===== config.mk =====
export PLATFORM = sky130hd
export DESIGN_NAME = reduce_stream
export DESIGN_NICKNAME = d
export VERILOG_FILES = /design/src/rtl/reduce_stream.sv
export SDC_FILE = /design/constraint.sdc
export NUM_CORES = 1
export LEC_CHECK = 0
export CORE_MARGIN = 5
export CORE_UTILIZATION = 37
export DETAILED_ROUTE_END_ITERATION = 7
export SETUP_SLACK_MARGIN = 0.05
export SLEW_MARGIN = 40
export SYNTH_ARGS = -nofsm -noshare
export SYNTH_HDL_FRONTEND = slang
export SYNTH_SLANG_ARGS = --single-unit

===== constraint.sdc =====
create_clock -name clk -period 5 [get_ports clk]
set_input_delay 0.75 -clock clk [delete_from_list [all_inputs] [get_ports clk]]
set_output_delay 0.75 -clock clk [all_outputs]
set_load 0.02 [all_outputs]

===== src/rtl/reduce_stream.sv =====
// Packet-wise bitwise reduction (AND/OR/XOR) over a multi-word input stream,
// one result per packet. Optional beat counter output when REDUCE_STREAM_BEATS_EN is defined.
module reduce_stream #(
    parameter int PORT_NUM = 2,
    parameter int WIDTH    = 8
) (
    input  logic                      clk,
    input  logic                      reset,
    input  logic [1:0]                mode,
    input  logic                      in_valid,
    output logic                      in_ready,
    input  logic [PORT_NUM*WIDTH-1:0] in_data,
    input  logic                      in_last,
    output logic                      out_valid,
    input  logic                      out_ready,
    output logic [WIDTH-1:0]          q,
    output logic                      q_all
`ifdef REDUCE_STREAM_BEATS_EN
    ,
    output logic [15:0]               beats
`endif
);

    typedef enum logic [1:0] {IDLE, ACCUM, HOLD} state_t;

    localparam logic [1:0] OP_AND = 2'b00;
    localparam logic [1:0] OP_OR  = 2'b01;
    localparam logic [1:0] OP_XOR = 2'b10;

    state_t             state, state_next;
    logic [1:0]         op_r;
    logic [1:0]         op_cur;
    logic [WIDTH-1:0]   acc;
    logic [WIDTH-1:0]   acc_next;
    logic               accept;
    logic               first_beat;

    function automatic logic [1:0] norm_op(input logic [1:0] m);
        return (m == 2'b11) ? OP_AND : m;
    endfunction

    function automatic logic [WIDTH-1:0] identity(input logic [1:0] op);
        return (op == OP_AND) ? {WIDTH{1'b1}} : {WIDTH{1'b0}};
    endfunction

    function automatic logic [WIDTH-1:0] combine(input logic [1:0] op,
                                                 input logic [WIDTH-1:0] a,
                                                 input logic [WIDTH-1:0] b);
        case (op)
            OP_OR:   return a | b;
            OP_XOR:  return a ^ b;
            default: return a & b;
        endcase
    endfunction

    function automatic logic reduce_bits(input logic [1:0] op, input logic [WIDTH-1:0] v);
        case (op)
            OP_OR:   return |v;
            OP_XOR:  return ^v;
            default: return &v;
        endcase
    endfunction

    assign in_ready   = (state != HOLD) || out_ready;
    assign accept     = in_valid && in_ready;
    assign out_valid  = (state == HOLD);
    // A beat taken outside ACCUM always opens a new packet, including the HOLD hand-over case.
    assign first_beat = (state != ACCUM);
    assign op_cur     = first_beat ? norm_op(mode) : op_r;

    always_comb begin
        acc_next = first_beat ? identity(op_cur) : acc;
        for (int k = 0; k < PORT_NUM; k++) begin
            acc_next = combine(op_cur, acc_next, in_data[k*WIDTH +: WIDTH]);
        end
    end

    always_comb begin
        state_next = state;
        if (accept) begin
            state_next = in_last ? HOLD : ACCUM;
        end else if ((state == HOLD) && out_ready) begin
            state_next = IDLE;
        end
    end

    always_ff @(posedge clk) begin
        if (reset) begin
            state <= IDLE;
        end else begin
            state <= state_next;
        end
    end

    always_ff @(posedge clk) begin
        if (reset) begin
            acc   <= '0;
            op_r  <= OP_AND;
            q     <= '0;
            q_all <= 1'b0;
        end else if (accept) begin
            op_r <= op_cur;
            if (in_last) begin
                q     <= acc_next;
                q_all <= reduce_bits(op_cur, acc_next);
                acc   <= '0;
            end else begin
                acc <= acc_next;
            end
        end
    end

`ifdef REDUCE_STREAM_BEATS_EN
    logic [15:0] cnt;
    logic [15:0] cnt_next;

    always_comb begin
        if (first_beat) begin
            cnt_next = 16'd1;
        end else if (cnt == 16'hFFFF) begin
            cnt_next = cnt;
        end else begin
            cnt_next = cnt + 16'd1;
        end
    end

    always_ff @(posedge clk) begin
        if (reset) begin
            cnt   <= '0;
            beats <= '0;
        end else if (accept) begin
            if (in_last) begin
                beats <= cnt_next;
                cnt   <= '0;
            end else begin
                cnt <= cnt_next;
            end
        end
    end
`endif

endmodule


==> After elaboration in Yosys (flattened, before gate mapping) <==
Cells that the tools add are included.
{ "op_classes": {"n_eq_ne": 6, "muxes": 11, "bitwise_logic": 6, "reduce_logical": 9} }
{ "op_table": {"columns": ["operator", "n"], "rows": [
  ["one-hot mux 8 bit (2 select lines)", 2],
  ["two-way mux 8 bit", 3],
  ["bitwise AND 8 bit", 2],
  ["bitwise OR 8 bit", 2],
  ["bitwise XOR 8 bit", 2],
  ["two-way mux 2 bit", 5],
  ["AND reduction 8 bit", 1],
  ["OR reduction 8 bit", 1],
  ["XOR reduction 8 bit", 1],
  ["equality test 2 bit, second input constant", 3],
  ["equality test 2 x 1 -> 1 bit, second input constant", 1],
  ["logical AND 1 bit", 2],
  ["zero test 2 bit", 1],
  ["inequality test 2 x 1 -> 1 bit, second input constant", 1],
  ["inequality test 2 bit, second input constant", 1],
  ["one-hot mux 1 bit (2 select lines)", 1],
  ["AND reduction 2 bit", 1],
  ["nonzero test 2 bit", 1],
  ["logical OR 1 bit", 1]
]} }
{ "totals": {"register_bits": 21, "out_inout_bits": 11, "wordCells": 37} }

==> Depth between registers and ports, before layout <==
{ "depth": {"ltp_word": 12, "ltp_mapped": 23, "mapped_depth_nobuf": 21} }

==> Least setup slack after synthesis <==
Ideal clock, no wire load.
{ "synth_path": {"path_type": "input port to flip-flop", "startpoint": "input mode[1]", "endpoint": "register q_all", "t_arrival_ns": 3.701, "required_time_ns": 4.909, "path_slack_ns": 1.208, "stages": 20, "path_buffers": 1, "cell_sequence": "nand2b_1 o21a_1 ha_1 nor2b_1 buf_2 a21o_1 inv_2 ha_1 a22oi_1 a21oi_1 inv_1 ha_1 nand2_1 a31oi_1 inv_1 ha_1 xnor2_1 xnor2_1 nand3_1 a311oi_1"} }
{ "synth_via": {"elab_chain_len": 12, "elab_cells_between_ends": 20, "cone_classes": "3 x eq/ne; 7 x mux; 6 x bitwise; 4 x reduce/logical"} }
{ "synth_lines": {"columns": ["element", "line_no", "rtl"], "rows": [
  ["start: declaration", "9", "input logic [1:0] mode,"],
  ["equality test 2 bit", "39", "return (m == 2'b11) ? OP_AND : m;"],
  ["two-way mux 2 bit *", "39", null],
  ["two-way mux 2 bit *", "69", "assign op_cur = first_beat ? norm_op(mode) : op_r;"],
  ["zero test 2 bit", "43", "return (op == OP_AND) ? {WIDTH{1'b1}} : {WIDTH{1'b0}};"],
  ["two-way mux 8 bit", "43", null],
  ["two-way mux 8 bit", "72", "acc_next = first_beat ? identity(op_cur) : acc;"],
  ["bitwise AND 8 bit (tied with other cells)", "52", "default: return a & b;"],
  ["one-hot mux 8 bit (2 select lines)", "49", "case (op)"],
  ["bitwise AND 8 bit (tied with other cells)", "52", null],
  ["one-hot mux 8 bit (2 select lines) *", "49", null],
  ["net acc_next[1]", "34", "logic [WIDTH-1:0] acc_next;"],
  ["AND reduction 8 bit (tied with other cells)", "60", "default: return &v;"],
  ["one-hot mux 1 bit (2 select lines) *", "57", "case (op)"],
  ["end signal: assignment", "105", "q_all <= reduce_bits(op_cur, acc_next);"],
  ["end: declaration", "17", "output logic q_all"]
]} }
The timed path passes the listed nets; every way through them passes the cells marked *.
A chain may end at the register's enable or synchronous reset.

==> Final worst setup path <==
Same ends and word-level chain as after synthesis.

==> out/results.tsv <==
stage	metric	value	unit
floorplan	die_w	84.7	um
synthesis	synth_top_area_cell	ha_1	
finish	drive_above_1_share	11.6	%
timing	timing.final.crit_share	86.9	%
synthesis	synth_cell_types	37	
finish	num-nets-final	370	
synthesis	synth-compound-area-share	20.2	%
critical_path	reg2reg_to	q_all$_SDFFE_PP0P_	
route	drt_iter0_markers	142	
clock_network	cts_root_buf	clkbuf_8	
synthesis	synthXorXnorAreaFrac	1.27	%
timing	setup_viol	0	
worst_hold_path	min_from	q[1]$_SDFFE_PP0P_	
placed_design	routabilityCongestion	0.762	
finish	final_cell_mix	ha_1, inv_1, clkdlybuf4s50_1	
floorplan	start_util	37.7	%
synthesis	synth.area.top_cells	ha_1, dfxtp_1, inv_1	
route	drtPass1Iterations	4	
synthesis	yosysTopAreaCellShare	26.1	%
synthesis	yosys-mux-area-fraction	0	%
worst_hold_path	min_path_type	reg -> reg	
route	wl_per_cell	11.5	um
clock_network	cts_tree	done	
timing	hold_violations	0	
placed_design	dp_cells	371	
critical_path	crit_arrival	4.51	ns
finish	fill_cells	569	
job	maxCapViolCount	0	
floorplan	die-area	7170	sq um
synthesis	synth_nets	333	
status	outcome	complete, no violations	
synthesis	ys_ff_latch	21	
finish	finalNonFillerCells	375	
critical_path	cp-start-kind	primary input	
pwr	p_per_area	221	nW/um^2
floorplan	die_y	84.7	um
clock_network	cts_made_buffers	3	
timing	timing.slew.headroom	50.9	%
global_routing	antenna_found_initial	0	
clock_network	cts_buffer_depth	2	
clock_network	htreeDepth	1	
synthesis	synth.avg_cell_area	7.73	sq um
global_routing	grt-ovfl-total	0	
synthesis	ys_seq_area_share	20.4	%
timing	slew_viol_final	0	
route	drt-total-wl	4310	um
clock_network	clk_pin_slew	0.07	ns
clock_network	hold_buffers	0	
floorplan	core	5470	sq um
route	ant_nets	0	
critical_path	crit_path_end_kind	flip-flop	
global_routing	track_usage	12.6	%
synthesis	syn_inst	267	
timing	period_needed	4.35	ns
timing	worstMarginPinSlew	0.737	ns
route	viasPerCell	4.67	
placed_design	dpl-instance-area	2480	sq um
worst_hold_path	worstHoldPathCells	2	
worst_hold_path	min_to	q[1]$_SDFFE_PP0P_	
critical_path	crit_type	in -> reg	
placed_design	numPortBuffers	33	
clock_network	clock-sinks	21	
timing	clock_skew	0.000900	ns
synthesis	yosysWarningCount	0	
clock_network	clk_latency	0.26	ns
pwr	peakVddDrop	0.115	mV
synthesis	synth_area	2060	sq um
finish	mostFrequentLayoutCell	ha_1	
critical_path	r2r_cells	20	
synthesis	synthAdderAreaFrac	26.1	%
global_routing	grt_max_degree	24	
synthesis	synthSimpleGateAreaFrac	18.3	%
critical_path	crit_fanout	8	
synthesis	synth_top_family_by_area	adder cells	
critical_path	reg2reg_slack	0.76	ns
finish	fin_area	2530	sq um
floorplan	ioPinCount	34	
finish	area_growth	22.4	%
critical_path	worstReg2RegStart	state[0]$_SDFFE_PP0P_	
timing	clock.fmax	230	MHz
global_routing	grt_pass1_vias	1667	
route	drc	0	
pwr	leakagePower	1.20	nW
route	vias	1750	
floorplan	rows	27	
timing	rsz0062_at_grt	no	
placed_design	dp_hpwl	3480	um
clock_network	cts_resized	0	
finish	diodes	0	
clock_network	cts_setup_buffers	0	
timing	fin_setup_tns	0	ns
global_routing	grt_pass1_wl	7560	um
critical_path	required	5.16	ns
[per-layer routing]
metal | vias up | routed length, um | track usage [%]
met5 | - | 0 | 0
met4 | 0 | 67 | 3.60
met3 | 7 | 218 | 2.26
met2 | 36 | 1870 | 20.4
met1 | 777 | 2160 | 16.9
li1 | 930 | - | -
[synthesized netlist by cell type]
master,n
o21ai_0,1
a21oi_1,19
a32oi_1,1
buf_4,2
nand2b_2,1
nor2b_1,3
ha_1,43
nand2_2,1
nand3_1,1
nand2b_1,9
a311oi_1,1
and4b_1,1
nor3b_4,1
a21o_1,8
a31oi_1,4
a22oi_1,16
and2b_1,1
o21a_1,2
a31oi_4,1
xor2_1,1
nor2_1,26
dfxtp_1,21
clkbuf_1,2
o21ba_2,1
nand3_2,1
nand2_1,27
inv_1,42
inv_2,9
a31oi_2,3
nand4_1,1
or3_1,2
o21ai_1,2
nor2_2,1
buf_2,5
buf_6,4
nor3b_2,1
xnor2_1,2
[worst max-delay path, stage by stage]
cell and delay (ns):
clkdlybuf4s50_1 0.47, nand2b_1 0.13, o21a_1 0.17, ha_1 0.16, nor2b_1 0.13, buf_4 0.17
a21o_1 0.12, inv_2 0.03, ha_1 0.26, a22oi_1 0.07, a21oi_1 0.22, inv_1 0.06
ha_1 0.17, nand2b_1 0.14, a31oi_1 0.40, inv_1 0.09, ha_1 0.31, xnor2_1 0.19
xnor2_1 0.14, nand3_1 0.08, a311oi_1 0.24
[final cells by class]
| type | instances | area [sq um] | area share [%] |
|---|---|---|---|
| Multi-Input combinational cell | 182 | 1360 | 53.8 |
| Sequential cell | 21 | 420 | 16.6 |
| Timing Repair Buffer | 45 | 420 | 16.6 |
| Inverter | 51 | 191 | 7.58 |
| Tap cell | 72 | 90.1 | 3.57 |
| Clock buffer | 4 | 45.0 | 1.78 |
[cell families (layout without fill, tap and decap cells)]
group                    count (synthesis)  count (layout)
AO/OA/AOI/OAI                           59              59
buffers and inverters                   64             100
XOR/XNOR                                 3               3
flip-flops                              21              21
adder cells (fa/ha/maj)                 43              43
AND/OR/NAND/NOR                         77              77
[stage by stage]
stage	setup slack, ns	power (mW)	hold WS (ns)	utilization [%]
after floorplan	1.21	0.371	0.459	-
after global placement	0.420	0.452	0.446	45.3
after detailed placement	0.385	0.455	0.447	45.3
after CTS	0.636	0.565	0.457	46.2
after global routing	0.261	0.609	0.477	46.2
final	0.653	0.558	0.455	46.2
[power by group]
group	total, mW	internal (mW)	switching, mW
sequential	0.182	0.177	0.00526
combinational	0.266	0.123	0.143
clock	0.109	0.0567	0.0525
total	0.558	0.357	0.201
[sequential cells by signal (all words and copies together), names as in the netlist]
name and count:
acc 8, q 8, op_r 2, state 2
q_all 1
[worst max path at each step]
stage / start / to / slack, ns / cells after the start
6_report: mode[1] / q_all$_SDFFE_PP0P_ / 0.65 / 21
5_1_grt: mode[1] / q_all$_SDFFE_PP0P_ / 0.26 / 21
4_1_cts: mode[1] / q_all$_SDFFE_PP0P_ / 0.64 / 21
3_5_place_dp: mode[1] / q_all$_SDFFE_PP0P_ / 0.39 / 21
3_3_place_gp: mode[1] / q_all$_SDFFE_PP0P_ / 0.42 / 21
2_1_floorplan: mode[1] / q_all$_SDFFE_PP0P_ / 1.21 / 20
Power figures use the tool's default switching activity.
